==> config.mk <==
export PLATFORM = sky130hd
export DESIGN_NAME = score_display
export DESIGN_NICKNAME = d
export VERILOG_FILES = /design/src/rtl/score_display.sv
export SDC_FILE = /design/constraint.sdc
export NUM_CORES = 1
export LEC_CHECK = 0
export CAP_MARGIN = 20
export CORE_MARGIN = 3
export CORE_UTILIZATION = 60
export CTS_CLUSTER_SIZE = 40
export DETAILED_ROUTE_END_ITERATION = 6
export PLACE_DENSITY_LB_ADDON = 0.25
export SYNTH_ARGS = -nofsm -noshare
export SYNTH_HDL_FRONTEND = slang
export SYNTH_SLANG_ARGS = --single-unit
==> constraint.sdc <==
create_clock -name clk -period 3.9 [get_ports clk]
set_clock_uncertainty 0.2 [all_clocks]
set_input_delay 0.585 -clock clk [delete_from_list [all_inputs] [get_ports clk]]
set_output_delay 0.585 -clock clk [all_outputs]
set_load 0.1 [all_outputs]
==> src/rtl/score_display.sv <==
// Two-digit score display with a best-score memory and a post-update flash.
// Scans four multiplexed 7-segment digits: current ones, current tens,
// best ones, best tens (an[0] = rightmost). All outputs are active-low.
module score_display #(
  parameter int REFRESH_DIV  = 100000,
  parameter int FLASH_BLINKS = 3
) (
  input  logic       clk,
  input  logic       rst,
  input  logic       score_update,
  input  logic [3:0] ones,
  input  logic [3:0] tens,
  output logic [3:0] an,
  output logic [6:0] seg,
  output logic       dp
);

  localparam int CW = $clog2(REFRESH_DIV);
  // +2 keeps the width at least 1 even when FLASH_BLINKS is 0
  localparam int FW = $clog2(2 * FLASH_BLINKS + 2);
  localparam logic [CW-1:0] CNT_LAST   = CW'(REFRESH_DIV - 1);
  localparam logic [FW-1:0] FLASH_LOAD = FW'(2 * FLASH_BLINKS);
  localparam logic [6:0]    SEG_BLANK  = 7'b1111111;
  localparam logic [6:0]    SEG_DASH   = 7'b0111111;

  logic [CW-1:0] refresh_q, refresh_d;
  logic [1:0]    idx_q, idx_d;
  logic [FW-1:0] flash_q, flash_d;
  logic [3:0]    cur_ones_q, cur_tens_q;
  logic [7:0]    best_q, best_d;
  logic [3:0]    an_q, an_d;
  logic [6:0]    seg_q, seg_d;

  logic          wrap;
  logic          frame_end;
  logic          cur_valid;
  logic [3:0]    digit_val;
  logic          digit_blank;

  // Segment patterns for BCD digits; anything above 9 shows a dash.
  function automatic logic [6:0] encode(input logic [3:0] v);
    case (v)
      4'd0:    encode = 7'b1000000;
      4'd1:    encode = 7'b1111001;
      4'd2:    encode = 7'b0100100;
      4'd3:    encode = 7'b0110000;
      4'd4:    encode = 7'b0011001;
      4'd5:    encode = 7'b0010010;
      4'd6:    encode = 7'b0000010;
      4'd7:    encode = 7'b1111000;
      4'd8:    encode = 7'b0000000;
      4'd9:    encode = 7'b0010000;
      default: encode = SEG_DASH;
    endcase
  endfunction

  // Next-state for scan timing, flash countdown and best score.
  always_comb begin
    wrap      = (refresh_q == CNT_LAST);
    frame_end = wrap && (idx_q == 2'd3);
    refresh_d = wrap ? '0 : refresh_q + CW'(1);
    idx_d     = wrap ? idx_q + 2'd1 : idx_q;

    // A new score restarts the flash, even on a frame-end cycle.
    flash_d = flash_q;
    if (score_update) begin
      flash_d = FLASH_LOAD;
    end else if (frame_end && (flash_q != '0)) begin
      flash_d = flash_q - FW'(1);
    end

    cur_valid = (cur_ones_q <= 4'd9) && (cur_tens_q <= 4'd9);
    best_d    = best_q;
    if (cur_valid && ({cur_tens_q, cur_ones_q} > best_q)) begin
      best_d = {cur_tens_q, cur_ones_q};
    end
  end

  // Select the scanned digit and work out blanking (leading zero or flash).
  always_comb begin
    digit_val   = cur_ones_q;
    digit_blank = 1'b0;
    case (idx_q)
      2'd0: begin
        digit_val   = cur_ones_q;
        digit_blank = flash_q[0];
      end
      2'd1: begin
        digit_val   = cur_tens_q;
        digit_blank = flash_q[0] || (cur_tens_q == 4'd0);
      end
      2'd2: begin
        digit_val   = best_q[3:0];
        digit_blank = 1'b0;
      end
      default: begin
        digit_val   = best_q[7:4];
        digit_blank = (best_q[7:4] == 4'd0);
      end
    endcase
    seg_d = digit_blank ? SEG_BLANK : encode(digit_val);
    an_d  = ~(4'b0001 << idx_q);
  end

  // State and registered display outputs.
  always_ff @(posedge clk) begin
    if (rst) begin
      refresh_q  <= '0;
      idx_q      <= '0;
      flash_q    <= '0;
      cur_ones_q <= '0;
      cur_tens_q <= '0;
      best_q     <= '0;
      an_q       <= 4'b1111;
      seg_q      <= SEG_BLANK;
    end else begin
      refresh_q  <= refresh_d;
      idx_q      <= idx_d;
      flash_q    <= flash_d;
      cur_ones_q <= ones;
      cur_tens_q <= tens;
      best_q     <= best_d;
      an_q       <= an_d;
      seg_q      <= seg_d;
    end
  end

  assign an  = an_q;
  assign seg = seg_q;
  assign dp  = 1'b1;

endmodule
==> qor.yml <==
power_switching_share_pct: 29.5
maxCapViolations: 0
critical_path_buf_inv_count: 1
wire_length_of_the_first_global_routing_pass_um: 7360
drt_first_iter_violations: 169
drcViolationCount: 0
insertion_delay_ns: 0.30
cts_tree: "yes"
setup_repair_after_global_routing_missed_its_margin: "no"
die_area_sq_mm: 0.00469
timing.hold.worst.class: "flop to flop"
critical_path.max_fanout: 1
crit_required_ns: 3.12
final_layout_size_suffix_gt1_share_pct: 6.81
origin_of_the_worst_min_delay_path: "best_q[6]$_SDFFE_PP0P_"
fin_setup_tns_ns: 0
layout_commonest_cell: "dfxtp_1"
clock_tree_buffer_depth: 2
grt_antenna_before_repair: 0
crit_slowest_cell: "clkdlybuf4s50_1"
track_usage_pct: 20.5
crit_start: "an[1]$_SDFF_PP1_"
slew_viol_final: 0
routed_wl_um: 4280
place_hpwl_um: 3190
die_x_um: 68.5
cts.reportedPaths.clkPinSlew_ns: 0.09
combPwrFrac_pct: 17.5
crit_family: "buffers and inverters"
syn-num-nets: 288
clkPwrFrac_pct: 29.2
cts.sinks: 49
power_frac_seq_pct: 53.3
end_kind: "output port"
finalSetupViolations: 0
max_freq_ghz: 0.394
nNetsFinal: 308
timing.critical_path.arrival_ns: 1.75
area_growth_from_synthesis_to_layout_pct: 14.1
port-buffer-count: 21
drt.antenna.violating_nets: 0
reg2reg_from: "idx_q[0]$_SDFFE_PP0P_"
power.net_switching_w: 0.000298
final.min_clock_period_ns: 2.54
gr-total-overflow: 0
number_of_warnings_reported_in_the_yosys_synthesis_log: 0
drt-vias-per-instance: 5.49
power_density_mw_per_mm2: 379
largest_net_degree_at_the_start_of_global_routing: 22
die_height_um: 68.5
first_global_vias: 1680
routability_cong: 0.830
site_rows: 22
critPathKind: "flop to output port"
fin_area_sq_mm: 0.00267
layout.cells.non_filler: 327
synthesis.area_sq_mm: 0.00234
cts_hold_buf: 0
slew_headroom_pct: 35.0
synth_area_per_inst_sq_um: 9.07
vias: 1795
dominant_synthesized_flop_cell: "dfxtp_1"
drt-pass1-iter-count: 4
cts_htree_levels: 2
dpl-instance-area_sq_mm: 0.00258
outcome: "finished clean"
critical_path.startpoint_type: "flop"
cp_cell_sequence: "clkdlybuf4s50_1"
cts_resized: 0
netlist_instances: 258
dp.cells: 319
cpPeakStageDelay_ns: 1.13
vdd.ir_drop.worst_mv: 0.345
yosys.cell_types.count: 45
cts-buffers-inserted: 5
initial_utilization_pct: 63.0
final_cell_mix: "dfxtp_1 (49), nand2_1 (31), nor2_1 (23)"
avgRoutedWirePerCell_um: 13.1
ios: 23
cts.repair_timing.setup_buffer_count: 0
clockRootBuffer: "clkbuf_8"
final_min_period_over_clock_period_pct: 65.1
synth-edff-count: 0
intPower_w: 0.000713
hold_viol: 0
insertedDiodeCount: 0
core_area_sq_mm: 0.00372
cell_leakage_power_nw: 1.05
total_of_flip_flops_plus_latches_after_synthesis: 49
postSynth.asyncResetShare_pct: 0
synth.yosys.seq_area_share_pct: 41.9
worst-slew-pin-transition_ns: 0.972
## Yosys cell counts, types with 2 or more instances
master / number / share of area [%]
nand2_1: 31 / 5.0
buf_4: 2 / 0.64
nor3_1: 4 / 0.86
ha_1: 19 / 10
clkbuf_1: 7 / 1.1
dfxtp_1: 49 / 42
a21oi_1: 8 / 1.7
nor2b_1: 10 / 2.7
xor2_1: 11 / 4.1
inv_1: 20 / 3.2
mux2i_1: 9 / 3.8
nand4_1: 6 / 1.6
o2111ai_1: 2 / 0.75
o211ai_1: 2 / 0.64
and3_1: 2 / 0.53
a222oi_1: 3 / 1.3
mux2_2: 2 / 0.96
xnor2_1: 6 / 2.2
nand3_1: 11 / 2.4
nor2_1: 23 / 3.7
and4_1: 3 / 1.1
o21ai_0: 5 / 1.1
## per-layer routing
layer / routed length (um) / global-route usage (%) / share of wire [%] / vias up
li1: - / - / - / 915
met2: 2070 / 35.2 / 48 / 38
met3: 164 / 5.25 / 3.8 / 6
met1: 2000 / 25.9 / 47 / 836
met5: 0 / 0 / 0 / -
met4: 49 / 3.97 / 1.1 / 0
## final cells by class
cell class	count	area [sq um]
Multi-Input combinational cell	179	1240
Fill cell	287	1050
Sequential cell	49	981
Timing Repair Buffer	23	225
Inverter	20	75.1
Clock buffer	5	68.8
Tap cell	48	60.1
Clock inverter	3	21.3
## power groups by stage
stage          combinational, W  sequential (W)  clock (W)
2_1_floorplan         0.0000879        0.000595          0
3_3_place_gp           0.000173        0.000550          0
3_5_place_dp           0.000177        0.000551          0
4_1_cts                0.000177        0.000539   0.000304
5_1_grt                0.000193        0.000542   0.000322
6_report               0.000177        0.000539   0.000295
## per-stage QoR
step / power [W] / hold WS, ns / util (%) / setup WS [ns]
after floorplan: 0.000683 / 0.235 / - / 1.72
after global placement: 0.000723 / 0.244 / 69.4 / 1.49
after detailed placement: 0.000727 / 0.258 / 69.4 / 1.38
after CTS: 0.00102 / 0.270 / 71.9 / 1.34
after global routing: 0.00106 / 0.293 / 71.9 / 1.22
final: 0.00101 / 0.267 / 71.9 / 1.36
## final timing paths
path,endpoint,slack [ns],cells past startpoint
worst max-delay path,an[1],1.36,1
worst min-delay path,best_q[6]$_SDFFE_PP0P_,0.27,2
worst max register to register,seg[5]$_SDFF_PP1_,1.44,8
worst min register to register,best_q[6]$_SDFFE_PP0P_,0.27,2
## sequential cells by signal, indices dropped and copies added, names as in the netlist
register,flops
best_q,8
flash_q,3
refresh_q,17
idx_q,2
seg,7
cur_ones_q,4
cur_tens_q,4
an,4
## logic make-up (layout without fill, tap and decap cells)
kind of cell	count (synthesis)	after routing	share of synthesized area [%]
AO/OA/AOI/OAI	28	28	8.28
other	1	1	0.160
flip-flops	49	49	41.9
XOR/XNOR	17	17	6.36
multiplexers	12	12	5.29
AND/OR/NAND/NOR	102	102	22.7
adder cells (fa/ha/maj)	19	19	10.2
buffers and inverters	30	51	5.18
Power figures use the tool's default switching activity.
